<file path="config.mk">
export PLATFORM = sky130hd
export DESIGN_NAME = vram_arbiter_flat
export DESIGN_NICKNAME = d
export VERILOG_FILES = /design/src/rtl/vram_arbiter_if.sv /design/src/rtl/vram_arbiter.sv /design/src/flat_wrapper.sv
export SDC_FILE = /design/constraint.sdc
export NUM_CORES = 1
export LEC_CHECK = 0
export BUFFER_PORTS_ARGS = -buffer_cell sky130_fd_sc_hd__buf_2
export CAP_MARGIN = 20
export CORE_UTILIZATION = 47
export CTS_CLUSTER_DIAMETER = 120
export DETAILED_ROUTE_END_ITERATION = 6
export PLACE_DENSITY = 0.79
export SLEW_MARGIN = 20
export SYNTH_ARGS = -nofsm -noshare
export SYNTH_HDL_FRONTEND = slang
export SYNTH_SLANG_ARGS = --single-unit
</file>
<file path="constraint.sdc">
create_clock -name clk -period 1.8 [get_ports clk]
set_input_delay 0.27 -clock clk [delete_from_list [all_inputs] [get_ports clk]]
set_output_delay 0.27 -clock clk [all_outputs]
set_load 0.02 [all_outputs]
</file>
<file path="src/rtl/vram_arbiter_if.sv">
// Bus bundle for vram_arbiter: display fetch port, CPU port and VRAM pins.
// The arbiter uses the slave modport; display, CPU and VRAM sit on the master side.
interface vram_arbiter_if #(
  parameter int ADDR_W = 16,
  parameter int DATA_W = 16,
  parameter int MASK_W = 4
);
  logic              disp_req_i;
  logic [ADDR_W-1:0] disp_addr_i;
  logic              disp_gnt_o;
  logic              disp_rvalid_o;
  logic [DATA_W-1:0] disp_rdata_o;
  logic              cpu_req_i;
  logic              cpu_wr_i;
  logic [MASK_W-1:0] cpu_mask_i;
  logic [ADDR_W-1:0] cpu_addr_i;
  logic [DATA_W-1:0] cpu_wdata_i;
  logic              cpu_ack_o;
  logic [DATA_W-1:0] cpu_rdata_o;
  logic              vram_sel_o;
  logic              vram_wr_o;
  logic [MASK_W-1:0] vram_mask_o;
  logic [ADDR_W-1:0] vram_addr_o;
  logic [DATA_W-1:0] vram_data_out_o;
  logic [DATA_W-1:0] vram_data_in_i;

  modport slave (
    input  disp_req_i, disp_addr_i, cpu_req_i, cpu_wr_i, cpu_mask_i, cpu_addr_i,
           cpu_wdata_i, vram_data_in_i,
    output disp_gnt_o, disp_rvalid_o, disp_rdata_o, cpu_ack_o, cpu_rdata_o,
           vram_sel_o, vram_wr_o, vram_mask_o, vram_addr_o, vram_data_out_o
  );

  modport master (
    output disp_req_i, disp_addr_i, cpu_req_i, cpu_wr_i, cpu_mask_i, cpu_addr_i,
           cpu_wdata_i, vram_data_in_i,
    input  disp_gnt_o, disp_rvalid_o, disp_rdata_o, cpu_ack_o, cpu_rdata_o,
           vram_sel_o, vram_wr_o, vram_mask_o, vram_addr_o, vram_data_out_o
  );
endinterface

</file>
<file path="src/rtl/vram_arbiter.sv">
// Single-port text VRAM arbiter: display fetch has priority, CPU is guaranteed a slot after
// CPU_MAX_WAIT display grants. Optional statistics counters under `VRAM_ARB_STATS_EN`.
module vram_arbiter #(
  parameter int ADDR_W       = 16,
  parameter int DATA_W       = 16,
  parameter int MASK_W       = 4,
  parameter int RD_LAT       = 1,
  parameter int CPU_MAX_WAIT = 4
) (
  input  logic         clk,
  input  logic         reset_ni,
`ifdef VRAM_ARB_STATS_EN
  input  logic         stat_clear_i,
  output logic [15:0]  stat_disp_defer_o,
  output logic [15:0]  stat_cpu_wait_o,
`endif
  vram_arbiter_if.slave bus
);
  localparam int SW = $clog2(CPU_MAX_WAIT + 1);
  localparam logic [SW-1:0] STARVE_MAX = SW'(CPU_MAX_WAIT);
  localparam logic [SW-1:0] STARVE_ONE = SW'(1);

  typedef enum logic [1:0] {TAG_NONE = 2'd0, TAG_DISP = 2'd1, TAG_CPU = 2'd2} tag_e;
  typedef enum logic [0:0] {ST_IDLE = 1'b0, ST_RD_WAIT = 1'b1} cpu_st_e;

  cpu_st_e           r_state;
  cpu_st_e           w_state_nxt;
  logic [SW-1:0]     r_starve;
  logic [SW-1:0]     w_starve_nxt;
  tag_e              r_tag [RD_LAT+1];
  tag_e              w_issue_tag;
  tag_e              w_ret_tag;
  logic              w_cpu_elig;
  logic              w_cpu_gnt;
  logic              w_disp_gnt;
  logic              w_cpu_ack_nxt;
  logic              r_cpu_ack;
  logic [DATA_W-1:0] r_cpu_rdata;
  logic              r_disp_rvalid;
  logic [DATA_W-1:0] r_disp_rdata;
  logic              r_sel;
  logic              r_wr;
  logic [MASK_W-1:0] r_mask;
  logic [ADDR_W-1:0] r_addr;
  logic [DATA_W-1:0] r_wdata;

  // The ack cycle blocks re-grant so a CPU still holding req is served no earlier than t+2.
  assign w_cpu_elig = bus.cpu_req_i & (r_state == ST_IDLE) & ~r_cpu_ack;
  assign w_cpu_gnt  = reset_ni & w_cpu_elig & (~bus.disp_req_i | (r_starve == STARVE_MAX));
  assign w_disp_gnt = reset_ni & bus.disp_req_i & ~w_cpu_gnt;
  assign w_ret_tag  = r_tag[RD_LAT];

  assign bus.disp_gnt_o      = w_disp_gnt;
  assign bus.disp_rvalid_o   = r_disp_rvalid;
  assign bus.disp_rdata_o    = r_disp_rdata;
  assign bus.cpu_ack_o       = r_cpu_ack;
  assign bus.cpu_rdata_o     = r_cpu_rdata;
  assign bus.vram_sel_o      = r_sel;
  assign bus.vram_wr_o       = r_wr;
  assign bus.vram_mask_o     = r_mask;
  assign bus.vram_addr_o     = r_addr;
  assign bus.vram_data_out_o = r_wdata;

  // Starvation counter next value.
  always_comb begin
    w_starve_nxt = r_starve;
    if (!bus.cpu_req_i || w_cpu_gnt) begin
      w_starve_nxt = '0;
    end else if (w_disp_gnt && w_cpu_elig && (r_starve != STARVE_MAX)) begin
      w_starve_nxt = r_starve + STARVE_ONE;
    end else begin
      w_starve_nxt = r_starve;
    end
  end

  // Owner tag for the access issued this cycle; writes return nothing.
  always_comb begin
    w_issue_tag = TAG_NONE;
    if (w_cpu_gnt && !bus.cpu_wr_i) begin
      w_issue_tag = TAG_CPU;
    end else if (w_disp_gnt) begin
      w_issue_tag = TAG_DISP;
    end else begin
      w_issue_tag = TAG_NONE;
    end
  end

  // CPU FSM next state and ack.
  always_comb begin
    w_state_nxt   = r_state;
    w_cpu_ack_nxt = 1'b0;
    case (r_state)
      ST_IDLE: begin
        if (w_cpu_gnt && !bus.cpu_wr_i) begin
          w_state_nxt = ST_RD_WAIT;
        end else begin
          w_state_nxt   = ST_IDLE;
          w_cpu_ack_nxt = w_cpu_gnt & bus.cpu_wr_i;
        end
      end
      ST_RD_WAIT: begin
        if (w_ret_tag == TAG_CPU) begin
          w_state_nxt   = ST_IDLE;
          w_cpu_ack_nxt = 1'b1;
        end else begin
          w_state_nxt = ST_RD_WAIT;
        end
      end
      default: begin
        w_state_nxt = ST_IDLE;
      end
    endcase
  end

  // FSM state, starvation counter and CPU ack registers.
  always_ff @(posedge clk or negedge reset_ni) begin
    if (!reset_ni) begin
      r_state   <= ST_IDLE;
      r_starve  <= '0;
      r_cpu_ack <= 1'b0;
    end else begin
      r_state   <= w_state_nxt;
      r_starve  <= w_starve_nxt;
      r_cpu_ack <= w_cpu_ack_nxt;
    end
  end

  // Registered VRAM bus; address and data hold when idle.
  always_ff @(posedge clk or negedge reset_ni) begin
    if (!reset_ni) begin
      r_sel   <= 1'b0;
      r_wr    <= 1'b0;
      r_mask  <= '0;
      r_addr  <= '0;
      r_wdata <= '0;
    end else begin
      r_sel <= w_cpu_gnt | w_disp_gnt;
      r_wr  <= w_cpu_gnt & bus.cpu_wr_i;
      if (w_cpu_gnt) begin
        r_addr  <= bus.cpu_addr_i;
        r_mask  <= bus.cpu_mask_i;
        r_wdata <= bus.cpu_wdata_i;
      end else if (w_disp_gnt) begin
        r_addr <= bus.disp_addr_i;
      end
    end
  end

  // Owner tag pipe: stage RD_LAT lines up with the cycle the read word is on vram_data_in_i.
  always_ff @(posedge clk or negedge reset_ni) begin
    if (!reset_ni) begin
      for (int k = 0; k <= RD_LAT; k++) r_tag[k] <= TAG_NONE;
    end else begin
      r_tag[0] <= w_issue_tag;
      for (int k = 1; k <= RD_LAT; k++) r_tag[k] <= r_tag[k-1];
    end
  end

  // Steer returning read data to its owner.
  always_ff @(posedge clk or negedge reset_ni) begin
    if (!reset_ni) begin
      r_disp_rvalid <= 1'b0;
      r_disp_rdata  <= '0;
      r_cpu_rdata   <= '0;
    end else begin
      r_disp_rvalid <= (w_ret_tag == TAG_DISP);
      if (w_ret_tag == TAG_DISP) begin
        r_disp_rdata <= bus.vram_data_in_i;
      end
      if ((r_state == ST_RD_WAIT) && (w_ret_tag == TAG_CPU)) begin
        r_cpu_rdata <= bus.vram_data_in_i;
      end
    end
  end

`ifdef VRAM_ARB_STATS_EN
  logic [15:0] r_stat_defer;
  logic [15:0] r_stat_wait;

  function automatic logic [15:0] sat_inc16(input logic [15:0] v, input logic inc);
    if (inc && (v != 16'hFFFF)) sat_inc16 = v + 16'd1;
    else sat_inc16 = v;
  endfunction

  assign stat_disp_defer_o = r_stat_defer;
  assign stat_cpu_wait_o   = r_stat_wait;

  // Saturating stall counters; clear beats increment.
  always_ff @(posedge clk or negedge reset_ni) begin
    if (!reset_ni) begin
      r_stat_defer <= 16'd0;
      r_stat_wait  <= 16'd0;
    end else if (stat_clear_i) begin
      r_stat_defer <= 16'd0;
      r_stat_wait  <= 16'd0;
    end else begin
      r_stat_defer <= sat_inc16(r_stat_defer, bus.disp_req_i & ~w_disp_gnt);
      r_stat_wait  <= sat_inc16(r_stat_wait, w_cpu_elig & ~w_cpu_gnt);
    end
  end
`else
  // Statistics build option off: no counter hardware.
`endif
endmodule
</file>
<file path="src/flat_wrapper.sv">
// flat-port wrapper written by rule: the top's interface ports become plain ports
module vram_arbiter_flat 
#(
  parameter int ADDR_W       = 16,
  parameter int DATA_W       = 16,
  parameter int MASK_W       = 4,
  parameter int RD_LAT       = 1,
  parameter int CPU_MAX_WAIT = 4
)
  (clk, reset_ni, bus_disp_req_i, bus_disp_addr_i, bus_cpu_req_i, bus_cpu_wr_i, bus_cpu_mask_i, bus_cpu_addr_i, bus_cpu_wdata_i, bus_vram_data_in_i, bus_disp_gnt_o, bus_disp_rvalid_o, bus_disp_rdata_o, bus_cpu_ack_o, bus_cpu_rdata_o, bus_vram_sel_o, bus_vram_wr_o, bus_vram_mask_o, bus_vram_addr_o, bus_vram_data_out_o);
  vram_arbiter_if #(.ADDR_W(ADDR_W), .DATA_W(DATA_W), .MASK_W(MASK_W)) bus_i ();
  input  logic clk;
  input  logic reset_ni;
  input wire logic [$bits(bus_i.disp_req_i)-1:0] bus_disp_req_i;
  input wire logic [$bits(bus_i.disp_addr_i)-1:0] bus_disp_addr_i;
  input wire logic [$bits(bus_i.cpu_req_i)-1:0] bus_cpu_req_i;
  input wire logic [$bits(bus_i.cpu_wr_i)-1:0] bus_cpu_wr_i;
  input wire logic [$bits(bus_i.cpu_mask_i)-1:0] bus_cpu_mask_i;
  input wire logic [$bits(bus_i.cpu_addr_i)-1:0] bus_cpu_addr_i;
  input wire logic [$bits(bus_i.cpu_wdata_i)-1:0] bus_cpu_wdata_i;
  input wire logic [$bits(bus_i.vram_data_in_i)-1:0] bus_vram_data_in_i;
  output wire logic [$bits(bus_i.disp_gnt_o)-1:0] bus_disp_gnt_o;
  output wire logic [$bits(bus_i.disp_rvalid_o)-1:0] bus_disp_rvalid_o;
  output wire logic [$bits(bus_i.disp_rdata_o)-1:0] bus_disp_rdata_o;
  output wire logic [$bits(bus_i.cpu_ack_o)-1:0] bus_cpu_ack_o;
  output wire logic [$bits(bus_i.cpu_rdata_o)-1:0] bus_cpu_rdata_o;
  output wire logic [$bits(bus_i.vram_sel_o)-1:0] bus_vram_sel_o;
  output wire logic [$bits(bus_i.vram_wr_o)-1:0] bus_vram_wr_o;
  output wire logic [$bits(bus_i.vram_mask_o)-1:0] bus_vram_mask_o;
  output wire logic [$bits(bus_i.vram_addr_o)-1:0] bus_vram_addr_o;
  output wire logic [$bits(bus_i.vram_data_out_o)-1:0] bus_vram_data_out_o;
  assign bus_i.disp_req_i = bus_disp_req_i;
  assign bus_i.disp_addr_i = bus_disp_addr_i;
  assign bus_i.cpu_req_i = bus_cpu_req_i;
  assign bus_i.cpu_wr_i = bus_cpu_wr_i;
  assign bus_i.cpu_mask_i = bus_cpu_mask_i;
  assign bus_i.cpu_addr_i = bus_cpu_addr_i;
  assign bus_i.cpu_wdata_i = bus_cpu_wdata_i;
  assign bus_i.vram_data_in_i = bus_vram_data_in_i;
  assign bus_disp_gnt_o = bus_i.disp_gnt_o;
  assign bus_disp_rvalid_o = bus_i.disp_rvalid_o;
  assign bus_disp_rdata_o = bus_i.disp_rdata_o;
  assign bus_cpu_ack_o = bus_i.cpu_ack_o;
  assign bus_cpu_rdata_o = bus_i.cpu_rdata_o;
  assign bus_vram_sel_o = bus_i.vram_sel_o;
  assign bus_vram_wr_o = bus_i.vram_wr_o;
  assign bus_vram_mask_o = bus_i.vram_mask_o;
  assign bus_vram_addr_o = bus_i.vram_addr_o;
  assign bus_vram_data_out_o = bus_i.vram_data_out_o;
  vram_arbiter #(.ADDR_W(ADDR_W), .DATA_W(DATA_W), .MASK_W(MASK_W), .RD_LAT(RD_LAT), .CPU_MAX_WAIT(CPU_MAX_WAIT)) u_core (.clk(clk), .reset_ni(reset_ni), .bus(bus_i));
endmodule
</file>
==> results.txt, run 1 <==
The cell count after synthesis came out at 202. The internal power component is 3.58 mW. The tightest hold path in the finished design has a slack of 0.0416 ns.

The total count of max-transition violations in the final report came to 0. The share of total power in the clock network is 24.3%. After the first detailed-routing iteration, the DRC count stood at 27.

Traced cell by cell, the critical path runs through inv_1 > ha_4 > a21boi_2 > nand3b_4 > nor2b_4 > buf_6. The number of antenna cells inserted is 0. The x dimension of the die is 86.5 µm. The number of rows in the core area came out at 30. The area of the mapped netlist is 0.00336 mm².

Setup violations remaining at the end of the flow were counted as 0. Cells with a size suffix above 1 make up 71.8% of the layout. The synthesized netlist devotes 4.10% of its cell area to simple gates. Summing internal, switching and leakage power gives 5.22 mW. In this run the tightest slew margin relative to its limit is 64.9%. The remaining global-route overflow is 0.

Leaving out fill and tap cells, the most frequent cells in the layout are buf_2 (143), dfrtp_1 (80), mux2_2 (51), mux2_4 (33), buf_4 (14). Clock-pin slew was measured on the worst setup and hold paths at 0.08 ns. The number of synthesized register bits is 80. Once the floorplan was initialized, standard cells occupied 49.1% of the core.

The floorplan step set the die height to 86.5 µm. The first global-routing pass estimated 11000 µm of wire. The slew at the pin closest to its max-slew limit came out at 0.527 ns. The floorplan step defined a die boundary enclosing 0.00748 mm². The kind of start point of the critical path is a flop.

The portion of the clock cycle consumed by the worst path in the final layout came out at 97.1%. TritonCTS built the clock tree. The clock skew after layout came out at 0.00971 ns.

The via count is 2255. The total negative setup slack came out at 0 ns. In the routed layout, each cell is associated on average with a via count of 4.82.

In this run the standard cell core region covers 0.00683 mm². Leaving out fill and tap cells, the most frequent cell in the layout is buf_2. The total number of nets in the final design came out at 442. The routed design could run at a clock period as short as 1.75 ns. The analysis attributes to net switching a power of 1.65 mW. The post-synth net total came out at 277. The number of buffer cells added on primary ports is 145. The critical path data required time is 1.53 ns. The worst setup path is captured at an output pin. After Yosys synthesis, full adders, half adders and majority gates account for 0.746% of the synthesized area. The pin count of the biggest net entering global routing is 44. The number of buffers created by CTS came out at 9.

The synthesized area divided by synthesized cell count is 16.6 µm². The kind of critical path is flop to output pin. After Yosys synthesis, XOR and XNOR cells account for 0% of the synthesized area. The HPWL after detailed placement is 4940 µm.

The detailed-route DRC error count is 0. The fraction of power spent switching nets came out at 31.5%. For this design, the slowest cell found on the critical path is dfrtp_1. The first TritonRoute pass finished after 4 iterations. The run finished with clean final reports.

The peak fanout along the critical path came out at 2. The clock reaches the later pin of the worst-skew pair after 0.34 ns. The via count of the first global-routing pass came out at 2262. The average wire per standard cell came out at 14.5 µm. The path class of the tightest hold or removal check is input port to async pin. Sorting the synthesized cells by area gives the leading types as dfrtp_1 (60%), mux2_2 (17%), mux2_4 (15%), buf_6 (1.3%), ha_1 (0.75%). The worst setup slack after layout is 0.0518 ns. The number of H-tree levels is 3. The top cell type by total area after synthesis is dfrtp_1.

The count of clock tree sinks is 80. The largest vdd supply drop is 0.000677 V. The detailed-route wire length came out at 6770 µm. The combined global-route utilization of all metal layers is 19.4%. The leakage power summed over all cells came out at 2.40 nW. The biggest cell delay along the critical path came out at 0.35 ns. The proportion of synthesized area in mux cells is 31.9%.

STA puts the critical path data arrival time at 1.48 ns. The count of nets left with antenna violations once routing finished came out at 0. The portion of total power attributed to sequential cells came out at 45.2%. The maximum operating frequency came out at 572 MHz. The final cell count without fillers is 468. The share of the yosys chip area belonging to registers came out at 59.7%. The area share of the largest cell type after synthesis came out at 59.7%.

The number of warnings printed during yosys synthesis came out at 0. The number of top-level pins came out at 146. The maximum count of clock buffers along a single path is 2. The post-placement worst setup slack is 0.0239 ns. The number of antenna violations at the first check in global routing is 0. The number of hold-slack violations in the final timing report came to 0. The final RePlAce weighted congestion came out at 0.739. The area fraction in compound gates after synthesis came out at 1.27%. After synthesis, the largest family of logic cells by area is multiplexers. The share of total power in combinational logic is 30.5%.

The tree is rooted in a clkbuf_8. The post-placement cell count is 444. Relative to the synthesized area, the layout overhead comes to 34.8%.

The reported max-cap violation count came out at 0. The number of library cell types mapped by synthesis came out at 22. For this design the ratio of total power to cell area is 1150 mW/mm².
[metal layers]
layer  track usage, %  vias up  share of wire [%]
li1                 -     1040                  -
met1             25.3     1096                 44
met2             30.7      111                 47
met3             5.33        8                7.5
met4             8.03        0                1.4
met5                0        -                  0
[layout make-up]
cell class / instances / area [µm²]
clock buffers: 11 / 131
clock inverters: 5 / 57.6
fillers: 522 / 2310
well taps: 96 / 120
flip-flops and latches: 80 / 2000
repair buffers: 162 / 902
multi-input cells: 111 / 1300
inverters: 3 / 11.3
[kinds of logic after synthesis]
logic type	count (synthesis)
AOI/OAI and AO/OA	6
adders and majority gates	2
buffers and inverters	11
DFF	80
muxes	84
and+or+nand+nor	19
[repair_timing]
item                       in CTS  in global routing
setup endpoints to repair      22                  1
pin swaps                       2                  2
resized for setup               4                  4
hold endpoints to repair       37                  0
cloned                          0                  0
buffers inserted                4                  3
hold buffers                    1                  0
[power by group through the flow]
stage               Clock [mW]  Combinational, mW  Sequential (mW)
global route              1.40               1.70             2.41
detailed placement           0               1.60             2.39
finish                    1.27               1.59             2.36
CTS                       1.29               1.60             2.37
global placement             0               1.55             2.38
floorplan                    0              0.570             2.81
[metrics by stage]
stage,cell area (µm²),utilization (%)
after CTS,4480,65.6
after detailed placement,4240,62.1
after global routing,4520,66.2
after floorplan,3360,-
final,4520,66.2
after global placement,4240,62.1
[critical path: cells and delay by family, from the launching register on]
kind | cells | cell delay, ns
adder cells (fa/ha/maj) | 1 | 0.16
buffers and inverters | 2 | 0.18
flip-flops | 1 | 0.35
AND/OR/NAND/NOR | 2 | 0.30
AO/OA/AOI/OAI | 1 | 0.14
[synthesized netlist by cell type]
| cell | count |
|---|---|
| nor3b_4 | 1 |
| nor4b_1 | 2 |
| nand3b_4 | 1 |
| nor2_1 | 2 |
| mux2_2 | 51 |
| ha_1 | 2 |
| buf_6 | 4 |
| a21boi_1 | 1 |
| nor2b_1 | 3 |
| dfrtp_1 | 80 |
| o21ai_0 | 2 |
| nand2_2 | 1 |
| a21boi_0 | 2 |
| mux2_4 | 33 |
| buf_2 | 3 |
| nand2_1 | 5 |
| or3b_1 | 1 |
| inv_1 | 3 |
| a311o_1 | 1 |
| nand3b_2 | 1 |
| buf_4 | 1 |
| nand3_1 | 2 |
[flip-flops by register name, indices dropped and copies added, names as in the netlist, 2 cells and up]
signal,flops
u_core.bus.vram_data_out_o,16
u_core.bus.disp_rdata_o,16
u_core.r_tag,2
u_core.bus.cpu_rdata_o,16
u_core.bus.vram_addr_o,16
u_core.r_starve,3
u_core.w_ret_tag,2
u_core.bus.vram_mask_o,4
[worst paths after layout]
kind                                     from                         end  slack [ns]  cells past startpoint
max reg2reg                u_core.r_starve[1]   u_core.bus.vram_addr_o[1]        0.11                      7
min reg2reg                   u_core.r_tag[2]         u_core.w_ret_tag[0]        0.35                      0
max in group asynchronous            reset_ni  u_core.bus.vram_addr_o[12]        0.97                      3
max                        u_core.r_starve[1]              bus_disp_gnt_o        0.05                      6
min                                  reset_ni         u_core.w_ret_tag[1]        0.04                      2
min in group clk                 bus_cpu_wr_i             u_core.r_tag[3]        0.13                      2
Power figures use the tool's default switching activity.
==> inputs of run 2 (changes only) <==
--- a/config.mk
+++ b/config.mk
@@ -5,7 +5,7 @@
 export SDC_FILE = /design/constraint.sdc
 export NUM_CORES = 1
 export LEC_CHECK = 0
-export BUFFER_PORTS_ARGS = -buffer_cell sky130_fd_sc_hd__buf_2
+export BUFFER_PORTS_ARGS = -buffer_cell sky130_fd_sc_hd__buf_4
 export CAP_MARGIN = 20
 export CORE_UTILIZATION = 47
 export CTS_CLUSTER_DIAMETER = 120
==> run 2 against run 1 <==
Critical path depth unchanged. Die area unchanged. Setup slack got worse by 0.017 ns. Routed wire length increased by 3.6%. Flip-flop and latch count unchanged. Global-route usage increased by 0.16 points. Non-clock buffer count decreased by 2. Core utilization increased by 5.5 points. Total power increased by 6.5%. First-iteration DRC count increased by 56%. Clock power increased by 6%.
==> results.txt, run 2 (synthesized netlist as in run 1, its figures left out) <==
Status: complete, no violations (unchanged). The via count is 2233 (was 2255). The floorplan core area came out at 0.00683 mm² (unchanged). The number of hold-slack violations in the final timing report came to 0 (unchanged). The power density over the cells is 1140 mW/mm² (was 1150 mW/mm²). The headroom to the max-slew limit came out at 56.6% (was 64.9%).

The CTS tree is yes (unchanged). The HPWL after detailed placement is 5070 µm (was 4940 µm). The share of post-route cells with drive strength above 1 came out at 71.9% (was 71.8%). The reported max-cap violation count is 0 (unchanged). The endpoint kind of the worst setup timing path was an output pin (unchanged).

The post-detailed-route via-to-cell ratio came out at 4.79 (was 4.82). The final number of setup-violating endpoints came to 0 (unchanged). The pin count of the biggest net entering global routing is 55 (was 44).

The x dimension of the die came out at 86.5 µm (unchanged). The total number of nets in the final design came out at 440 (was 442). The biggest cell delay along the critical path is 0.38 ns (was 0.35 ns). The path category of the worst min-delay check is input port to flop (was input port to async pin).

The maximum count of clock buffers along a single path came out at 2 (unchanged). The number of top-level pins is 146 (unchanged). The kind of critical path is flop to output pin (unchanged). The via count of the first global-routing pass came out at 2358 (was 2262). The detailed-route wire length came out at 7010 µm (was 6770 µm). The final RePlAce weighted congestion is 0.680 (was 0.739). The total count of max-transition violations in the final report came out at 0 (unchanged).

The peak fanout along the critical path came out at 2 (unchanged). The number of fill cells in the layout is 487 (was 522). The portion of the clock cycle consumed by the worst path in the final layout came out at 98.1% (was 97.1%). The clock period minus final worst setup slack came to 1.77 ns (was 1.75 ns). The number of antenna cells inserted came out at 0 (unchanged). The critical path data required time came out at 1.53 ns (about the same).

The worst hold margin was 0.0900 ns (was 0.0416 ns). The relative area change from synthesis to final layout is 45.9% (was 34.8%). The full die area came out at 0.00748 mm² (unchanged). The slew at the pin closest to its max-slew limit is 0.651 ns (was 0.527 ns). The final non-filler cell area is 0.00490 mm² (was 0.00452 mm²).

The count of clock tree sinks came to 80 (unchanged). The first-pass GRT wire length came out at 11200 µm (was 11000 µm). The number of buffers created by CTS came out at 9 (unchanged). The root buffer selected by CTS was clkbuf_8 (unchanged). The number of H-tree levels is 3 (unchanged). The post-placement cell count came out at 443 (was 444). The remaining global-route overflow is 0 (unchanged). Setup repair after global routing could not meet its margin everywhere. The number of antenna violations at the first check in global routing came out at 0 (unchanged).

The initial core utilization was 49.1% (unchanged). The number of rows in the core area was 30 (unchanged). The leakage power summed over all cells came out at 2.52 nW (was 2.40 nW). Critical-path cell list: inv_2 > ha_4 > a21boi_2 > nand3b_4 > nor2b_4 > buf_6 (was inv_1 > ha_4 > a21boi_2 > nand3b_4 > nor2b_4 > buf_6).

The cell with the largest stage delay on the worst path is dfrtp_1 (unchanged). The post-detailed-route count of antenna-violating nets is 0 (unchanged). The kind of start point of the critical path was a flop (unchanged). The count of routing violations after the opening detailed-route iteration came to 42 (was 27). The final cell count without fillers is 466 (was 468).

The detailed-route DRC error count is 0 (unchanged). The average wire per standard cell came out at 15.0 µm (was 14.5 µm). Commonest cells after routing, fill and taps aside: buf_4 (154), dfrtp_1 (80), mux2_2 (51), mux2_4 (33), clkbuf_8 (11) (was buf_2 (143), dfrtp_1 (80), mux2_2 (51), mux2_4 (33), buf_4 (14)).

The worst endpoint data arrival time is 1.50 ns (was 1.48 ns). The number of buffer cells added on primary ports is 145 (unchanged). The clock skew after layout was 0.00806 ns (was 0.00971 ns). The buffers plus inverters on the worst setup path is 2 (unchanged). The most common cell after layout, fill and taps aside is buf_4 (was buf_2). The cell area after placement is 0.00461 mm² (was 0.00424 mm²). The combined global-route utilization of all metal layers came out at 19.5% (was 19.4%). The family of cells with the greatest summed delay on the critical path is flip-flops (unchanged).

The number of iterations in the first detailed-routing pass came out at 4 (unchanged). The largest vdd supply drop was 0.000628 V (was 0.000677 V). The clock latency on the worst-skew pair was 0.34 ns (about the same).

The clock input transition at the sequential cells of the worst setup and hold paths came out at 0.08 ns (about the same). The vertical die dimension is 86.5 µm (unchanged). The maximum operating frequency came out at 566 MHz (was 572 MHz).
## run 2: metrics by stage
step	setup TNS (ns)	setup WS (ns)	power, mW	utilization, %
2_1_floorplan	0	0.0478	3.38	-
3_3_place_gp	0	0.125	4.20	67.4
3_5_place_dp	0	0.0748	4.25	67.4
4_1_cts	0	0.000785	5.63	71.4
5_1_grt	-0.0343	-0.0343	5.83	71.7
6_report	0	0.0346	5.56	71.7
## run 2: final timing paths
check                      cells after the start          startpoint                          to  slack, ns
min in group asynchronous                      2            reset_ni  u_core.bus.disp_rdata_o[5]       0.10
max reg2reg                                    7  u_core.r_starve[0]   u_core.bus.vram_mask_o[0]       0.13
max in group asynchronous                      3            reset_ni   u_core.bus.vram_addr_o[9]       1.03
min reg2reg                                    0     u_core.r_tag[2]         u_core.w_ret_tag[0]       0.36
max                                            6  u_core.r_starve[0]              bus_disp_gnt_o       0.03
min                                            2        bus_cpu_wr_i             u_core.r_tag[3]       0.09
## run 2: what timing repair did
| action | 4_1_cts | 5_1_grt |
|---|---|---|
| setup endpoints to repair | 1 | 1 |
| resized for setup | 7 | 0 |
| hold buffers | 1 | 0 |
| pin swaps | 1 | 2 |
| buffers inserted | 3 | 3 |
| cloned | 0 | 0 |
| hold endpoints to repair | 26 | 0 |
## run 2: worst reg2reg max path: stages, from the launching register on
cell and delay, ns:
dfrtp_1 0.38, inv_2 0.07, ha_4 0.16, a21boi_2 0.13
nand3b_4 0.15, buf_4 0.16, buf_12 0.18, mux2_4 0.32
## run 2: layer usage
layer / wire, µm / track usage (%) / share of wire (%)
met1: 2930 / 22.7 / 42
met2: 3360 / 33.1 / 48
met3: 634 / 6.38 / 9.0
met4: 95 / 8.48 / 1.4
met5: 0 / 0 / 0
## run 2: cell type report
cell class,instances,area [µm²],area share [%]
well taps,96,120,2.45
inverters,3,11.3,0.230
clock buffers,12,155,3.17
repair buffers,160,1260,25.7
clock inverters,4,52.6,1.07
multi-input cells,111,1300,26.5
flip-flops and latches,80,2000,40.9
## run 2: where the power goes
group / total [mW] / switching, mW / internal [mW]
combinational: 1.84 / 0.821 / 1.01
sequential: 2.38 / 0.219 / 2.16
clock: 1.35 / 0.628 / 0.720
total: 5.56 / 1.67 / 3.89
